--- src/rtl/pipeline_stall_controller.sv ---
// Pipeline stall/flush controller: turns hazard, taken-branch and SRAM-wait events
// into freeze/bubble/flush strobes, with sticky error flags and saturating statistics.
module pipeline_stall_controller #(
   parameter int FLUSH_CYCLES = 1,
   parameter int MEM_TIMEOUT  = 64,
   parameter int HAZ_MAX      = 8,
   parameter int CNT_W        = 16
) (
   input  logic             clk,
   input  logic             rst_n,
   input  logic             hazard,
   input  logic             branch_taken,
   input  logic             mem_req,
   input  logic             mem_ready,
   input  logic             clr_stats,
   output logic             freeze_pc,
   output logic             freeze_if_id,
   output logic             bubble_id_ex,
   output logic             flush_if_id,
   output logic             flush_id_ex,
   output logic             freeze_all,
   output logic             mem_timeout,
   output logic             haz_deadlock,
   output logic [CNT_W-1:0] stall_cycles,
   output logic [CNT_W-1:0] flush_count,
   output logic [1:0]       state
);

   localparam logic [1:0] RUN      = 2'd0;
   localparam logic [1:0] FLUSH    = 2'd1;
   localparam logic [1:0] MEM_WAIT = 2'd2;

   localparam int WW = $clog2(MEM_TIMEOUT + 1);
   localparam int HW = $clog2(HAZ_MAX + 2);
   localparam logic [WW-1:0] WMAX = WW'(MEM_TIMEOUT);
   localparam logic [HW-1:0] HMAX = HW'(HAZ_MAX);
   localparam logic [HW-1:0] HSAT = HW'(HAZ_MAX + 1);

   logic [1:0]    state_nxt, ret_state, ret_nxt;
   logic [3:0]    rem_cnt, rem_nxt;
   logic [WW-1:0] wait_cnt, wait_nxt;
   logic [HW-1:0] haz_cnt, haz_nxt;
   logic          mstall, fpc, fl, fa, flush_acc;

   assign mstall       = mem_req && !mem_ready;
   assign freeze_pc    = fpc;
   assign freeze_if_id = fpc;
   assign bubble_id_ex = fpc;
   assign flush_if_id  = fl;
   assign flush_id_ex  = fl;
   assign freeze_all   = fa;

   always_comb begin
      fpc       = 1'b0;
      fl        = 1'b0;
      fa        = 1'b0;
      flush_acc = 1'b0;
      state_nxt = state;
      ret_nxt   = ret_state;
      rem_nxt   = rem_cnt;
      wait_nxt  = wait_cnt;
      case (state)
         RUN: begin
            if (mstall) begin
               fa        = 1'b1;
               ret_nxt   = RUN;
               state_nxt = MEM_WAIT;
               wait_nxt  = WW'(1);
            end else if (branch_taken) begin
               fl        = 1'b1;
               flush_acc = 1'b1;
               if (FLUSH_CYCLES > 1) begin
                  rem_nxt   = 4'(FLUSH_CYCLES - 1);
                  state_nxt = FLUSH;
               end
            end else if (hazard) begin
               fpc = 1'b1;
            end
         end
         FLUSH: begin
            // a memory stall parks the flush with its remaining count intact
            if (mstall) begin
               fa        = 1'b1;
               ret_nxt   = FLUSH;
               state_nxt = MEM_WAIT;
               wait_nxt  = WW'(1);
            end else begin
               fl      = 1'b1;
               rem_nxt = rem_cnt - 4'd1;
               if (rem_cnt <= 4'd1) state_nxt = RUN;
            end
         end
         MEM_WAIT: begin
            if (mem_ready) begin
               state_nxt = ret_state;
               wait_nxt  = '0;
            end else begin
               fa = 1'b1;
               if (wait_cnt != WMAX) wait_nxt = wait_cnt + WW'(1);
            end
         end
         default: state_nxt = RUN;
      endcase
      haz_nxt = '0;
      if (fpc) haz_nxt = (haz_cnt == HSAT) ? haz_cnt : haz_cnt + HW'(1);
   end

   always_ff @(posedge clk or negedge rst_n) begin
      if (!rst_n) begin
         state     <= RUN;
         ret_state <= RUN;
         rem_cnt   <= '0;
         wait_cnt  <= '0;
         haz_cnt   <= '0;
      end else begin
         state     <= state_nxt;
         ret_state <= ret_nxt;
         rem_cnt   <= rem_nxt;
         wait_cnt  <= wait_nxt;
         haz_cnt   <= haz_nxt;
      end
   end

   always_ff @(posedge clk or negedge rst_n) begin
      if (!rst_n) begin
         stall_cycles <= '0;
         flush_count  <= '0;
         mem_timeout  <= 1'b0;
         haz_deadlock <= 1'b0;
      end else if (clr_stats) begin
         stall_cycles <= '0;
         flush_count  <= '0;
         mem_timeout  <= 1'b0;
         haz_deadlock <= 1'b0;
      end else begin
         if ((fpc || fa) && stall_cycles != '1) stall_cycles <= stall_cycles + CNT_W'(1);
         if (flush_acc && flush_count != '1)    flush_count  <= flush_count + CNT_W'(1);
         if (fa && wait_nxt >= WMAX)            mem_timeout  <= 1'b1;
         if (fpc && haz_nxt > HMAX)             haz_deadlock <= 1'b1;
      end
   end

   a_freeze_excl: assert property (@(posedge clk) disable iff (!rst_n)
      !(freeze_all && (flush_if_id || flush_id_ex || bubble_id_ex)));
   a_bubble_eq: assert property (@(posedge clk) disable iff (!rst_n)
      bubble_id_ex == freeze_pc);

endmodule

--- config.mk ---
export PLATFORM = sky130hd
export DESIGN_NAME = pipeline_stall_controller
export DESIGN_NICKNAME = d
export VERILOG_FILES = /design/src/rtl/pipeline_stall_controller.sv
export SDC_FILE = /design/constraint.sdc
export NUM_CORES = 1
export LEC_CHECK = 0
export ABC_AREA = 1
export CORE_ASPECT_RATIO = 1.2
export CORE_UTILIZATION = 50
export CTS_CLUSTER_SIZE = 28
export DETAILED_ROUTE_END_ITERATION = 16
export GPL_TIMING_DRIVEN = 1
export PLACE_DENSITY = 0.72
export SYNTH_ARGS = -nofsm -noshare
export SYNTH_HDL_FRONTEND = slang
export SYNTH_SLANG_ARGS = --single-unit
--- constraint.sdc ---
create_clock -name clk -period 3.2 [get_ports clk]
set_input_delay 0.64 -clock clk [delete_from_list [all_inputs] [get_ports clk]]
set_output_delay 0.64 -clock clk [all_outputs]
set_load 0.1 [all_outputs]
==> Word level (Yosys, flattened, before mapping) <==
Index checks and enable logic that the tools add are counted.
{ "totals": {"input_bits": 7, "wordCells": 79, "register_bits": 53} }
{ "classes": {"n_bitwise": 1, "n_addsub": 5, "n_reduce_logical": 17, "muxes": 34, "order_cmp": 3, "eq_ne": 10} }
{ "ops": {"columns": ["cell", "count"], "rows": [
  ["2-to-1 mux 16 bit", 4],
  ["adder 16 x 1 -> 16 bit (second input constant)", 2],
  ["inequality test 16 bit (second input constant)", 2],
  ["2-to-1 mux 7 bit", 3],
  ["2-to-1 mux 1 bit", 14],
  ["case mux 7 bit (2 select lines)", 1],
  ["2-to-1 mux 2 bit", 6],
  ["nonzero test 2 bit", 5],
  ["2-to-1 mux 4 bit", 2],
  ["adder 7 x 1 -> 7 bit (second input constant)", 1],
  [">= comparator 7 bit (second input constant)", 1],
  ["inequality test 7 bit (second input constant)", 1],
  ["inequality test 2 bit (second input constant)", 3],
  ["case mux 2 bit (3 select lines)", 1],
  ["AND reduction 3 bit", 2],
  ["logical AND 1 bit", 5],
  ["adder 4 x 1 -> 4 bit (second input constant)", 1],
  ["equality test 4 bit (second input constant)", 1],
  ["greater-than comparator 4 bit (second input constant)", 1],
  ["<= comparator 4 x 1 -> 1 bit (second input constant)", 1],
  ["case mux 1 bit (2 select lines)", 2],
  ["case mux 2 bit (2 select lines)", 1],
  ["subtractor 4 x 1 -> 4 bit (second input constant)", 1],
  ["inequality test 3 bit (second input constant)", 1],
  ["other kinds (8)", 8]
]} }

==> Longest topological paths before layout <==
{ "depth": {"ltp_word": 9, "mapped_depth": 10, "depth_no_buf": 9} }

==> Worst setup path after synthesis <==
OpenSTA, ideal clock, no wires.
{ "synth_timing": {"kind": "register -> output", "startpoint": "reg state[0]", "endpoint": "out flush_if_id", "arrival_time_ps": 2548, "required_time_ps": 2560, "path_buffers": 1, "slack_ps": 12, "stages_incl_launch_ff": 6, "path_cell_list": "dfrtp_1 > inv_2 > nor2_1 > inv_1 > nand2_1 > buf_4"} }
{ "synth_via": {"elab_chain_cells": 2, "word_cells_on_any_way": 3, "classes_between": "eq/ne: 1; mux: 1; reduce/logical: 1"} }
{ "synth_lines": {"columns": ["element", "line_no", "text"], "rows": [
  ["from (decl)", "26", "output logic [1:0] state"],
  ["from (signal assigned)", "116", "state <= state_nxt;"],
  ["equality test 2 x 1 -> 1 bit or zero test 2 bit (tied branches)", "62", "case (state)"],
  ["case mux 1 bit (2 select lines) *", "62", null],
  ["to (decl)", "19", "output logic flush_if_id,"]
]} }
Mark *: on every way between the ends. The rest lies on a longest branch, timed or not.

==> Worst setup path in the final report <==
{ "layout_timing": {"startpoint": "in mem_ready", "endpoint": "out flush_if_id"} }
{ "layout_via": {"elab_chain_cells": 4, "word_cells_on_any_way": 5, "classes_between": "mux: 3; reduce/logical: 2"} }
{ "layout_lines": {"columns": ["element", "line_no", "text"], "rows": [
  ["from (decl)", "14", "input logic mem_ready,"],
  ["zero test 1 bit *", "45", "assign mstall = mem_req && !mem_ready;"],
  ["logical AND 1 bit *", "45", null],
  ["2-to-1 mux 1 bit, on equally long branches", "82, 64", null],
  ["case mux 1 bit (2 select lines) *", "62", null]
]} }
Marks and branches as above.

==> impl_metrics.toml <==
[route]
wire_per_inst_um = 12.8
wl_um = 7280
drtAntennaViolNets = 0
top_layer = "met4"
first_pass_iters = 4
met3_length_um = 205
route.met2.wl_um = 3730
vias_per_cell = 5.21
initialDrtViolationCount = 134
wl_met1_um = 3200
vias = 2966
post-route-drc-count = 0

[critical_path]
worst_setup_path_end_kind = "primary output"
slowest_delay_ns = 0.49
worstPathCellList = "clkdlybuf4s50_1 -> inv_2 -> nand2_1 -> nand2_1 -> nor2_1 -> inv_1 -> nand2_1 -> buf_12"
crit_start = "mem_ready"
setup.worst_path.start_class = "input port"
cp_top_family = "buffers and inverters"
crit_type = "input port to primary output"
r2r_start = "flush_count[0]"
cp_max_fo = 5
cp.arrival_ns = 2.08
slowest_stage = "clkdlybuf4s50_1"
path_buf_inv = 4
critPathRequiredTime_ns = 2.56
cp_common_cell = "nand2_1"

[cts]
htreeDepth = 2
cts-hold-fix-buffers = 0
cts_repair_resize_count = 0
clk_pin_slew_ns = 0.10
cts_buffers = 5
root_buffer = "clkbuf_8"
clk_path_buf_depth = 2
clock-sinks = 52
clk_latency_ns = 0.31
cts_setup_buffers = 0
cts_tree = "built"

[global_route]
antenna_found_initial = 0
grt_pass1_wl_um = 12700
gr-total-overflow = 0
grt_pass1_vias = 2872
grt_max_degree = 30
grt_usage_pct = 23.5

[sta]
tightest_slew_ns = 0.660
fin_tns_setup_ns = 0
relSlewSlack_pct = 56.0
period_share_pct = 85.0
hold_viol_final = 0
finalClockSkew_ns = 0.00776
period_needed_ns = 2.72
rsz0062_at_grt = "false"
fmax_mhz = 368
setup_viol = 0
slew_viol_final = 0

[yosys]
synth_cells = 437
synth.net_count = 452
yosysUniqueCellTypes = 28
postSynthAreaPerCell_um2 = 7.35
synthTopCellsByArea = "dfrtp_1 41%, nand2_1 17%, nand4_1 6.0%"
seq_area_frac_synth_pct = 40.5
yosysTopAreaCell = "dfrtp_1"
yosysTopAreaCellShare_pct = 40.5
ys.warnings.count = 0
ys_ff_latch = 52
netlist_area_mm2 = 0.00321

[power_and_ir_drop]
fin_total_pwr_mw = 1.37
power_leakage_nw = 1.81
combPwrFrac_pct = 20.0
p_int_mw = 0.925
cellPowerDensity_mw_per_mm2 = 360
peakVddDrop_v = 0.000293
switching_share_pct = 32.4
pwr-share-clk_pct = 28.8
p_sw_mw = 0.443
pwr-share-seq_pct = 51.1

[floorplan]
fp.dieW_um = 75.2
start_util_pct = 52.4
core-area_mm2 = 0.00613
rows = 31
dieHeight_um = 89.8
dieArea_mm2 = 0.00675
ioPinCount = 49

[place]
place_congestion = 0.890
dp_cells = 561
io_buffers = 48
dpl.hpwl_um = 5450

[final_layout]
regArea_mm2 = 0.00130
layout_common_cells = "149 x nand2_1, 52 x dfrtp_1, 43 x nor2_1"
num_antenna_cells = 0
fillers = 606
multi_input_area_mm2 = 0.00167
layout_commonest_cell = "nand2_1"
nNetsFinal = 501
drive_gt1_share_pct = 15.0
final_cells = 569
area_growth_pct = 18.5

[outcome]
outcome = "finished clean"

[run]
drv_cap = 0

[min_path]
hold_path.class = "input port to async pin"
metal layers:
| layer | up-vias | global-route usage [%] |
|---|---|---|
| met5 | - | 0 |
| met4 | 0 | 6.64 |
| met3 | 14 | 3.36 |
| met2 | 56 | 41.4 |
| met1 | 1387 | 29.3 |
| li1 | 1509 | - |
cell type report:
cell class | instances | share of cell area [%]
inverters | 45 | 4.44
repair buffers | 52 | 12.5
multi-input cells | 330 | 43.8
clock buffers | 8 | 2.37
flip-flops and latches | 52 | 34.2
well taps | 82 | 2.70
stage by stage:
step	setup slack, ns	hold WS, ns	cell area (um2)	utilization (%)
6_report	0.481	0.357	3800	62.1
5_1_grt	0.366	0.418	3800	62.1
4_1_cts	0.469	0.378	3800	62.1
3_5_place_dp	0.475	0.474	3710	60.6
3_3_place_gp	0.492	0.467	3710	60.6
2_1_floorplan	0.0116	0.344	3210	-
final timing paths:
path	to	slack [ns]	cells past startpoint
max	flush_if_id	0.48	8
min	mem_timeout	0.36	1
max reg2reg	flush_count[15]	1.11	9
min reg2reg	rem_cnt[3]	0.49	1
max in group asynchronous	stall_cycles[7]	2.18	2
min in group clk	rem_cnt[3]	0.49	1
synth_stat cells (all sizes together):
| library cell | number |
|---|---|
| inv | 44 |
| a21oi | 5 |
| o21ai | 16 |
| nand3b | 3 |
| xor2 | 13 |
| xnor2 | 3 |
| nand2 | 151 |
| clkinv | 1 |
| nor3 | 2 |
| o211ai | 1 |
| nand3 | 33 |
| dfrtp | 52 |
| ha | 8 |
| buf | 9 |
| o21bai | 7 |
| clkbuf | 1 |
| nor2 | 55 |
| or2 | 1 |
| nand4 | 31 |
| o22ai | 1 |
logic make-up (layout without fill, tap and decap cells):
| group | count (synthesis) | count (layout) | share of synthesized area, % |
|---|---|---|---|
| xor+xnor | 16 | 16 | 4.36 |
| fa+ha+maj | 8 | 8 | 3.12 |
| flops | 52 | 52 | 40.5 |
| simple gates | 276 | 276 | 39.1 |
| buf+inv | 55 | 105 | 7.60 |
| compound gates | 30 | 30 | 5.34 |
power groups by stage:
| stage | Clock [mW] | Combinational (mW) | Sequential, mW |
|---|---|---|---|
| 4_1_cts | 0.407 | 0.277 | 0.699 |
| 5_1_grt | 0.428 | 0.297 | 0.703 |
| 3_5_place_dp | 0 | 0.276 | 0.712 |
| 6_report | 0.394 | 0.274 | 0.700 |
| 2_1_floorplan | 0 | 0.152 | 0.756 |
| 3_3_place_gp | 0 | 0.273 | 0.712 |
worst register-to-register path, cell delays in order (launching register included):
cell and delay [ns]:
dfrtp_1 0.47, ha_1 0.29, nand3_1 0.20, inv_2 0.06
nand2_2 0.10, nor2_4 0.05, nor2_2 0.46, nor2_4 0.18
nand2_1 0.10, nand2_1 0.06
Note: power is estimated with default switching activity, not from simulation.
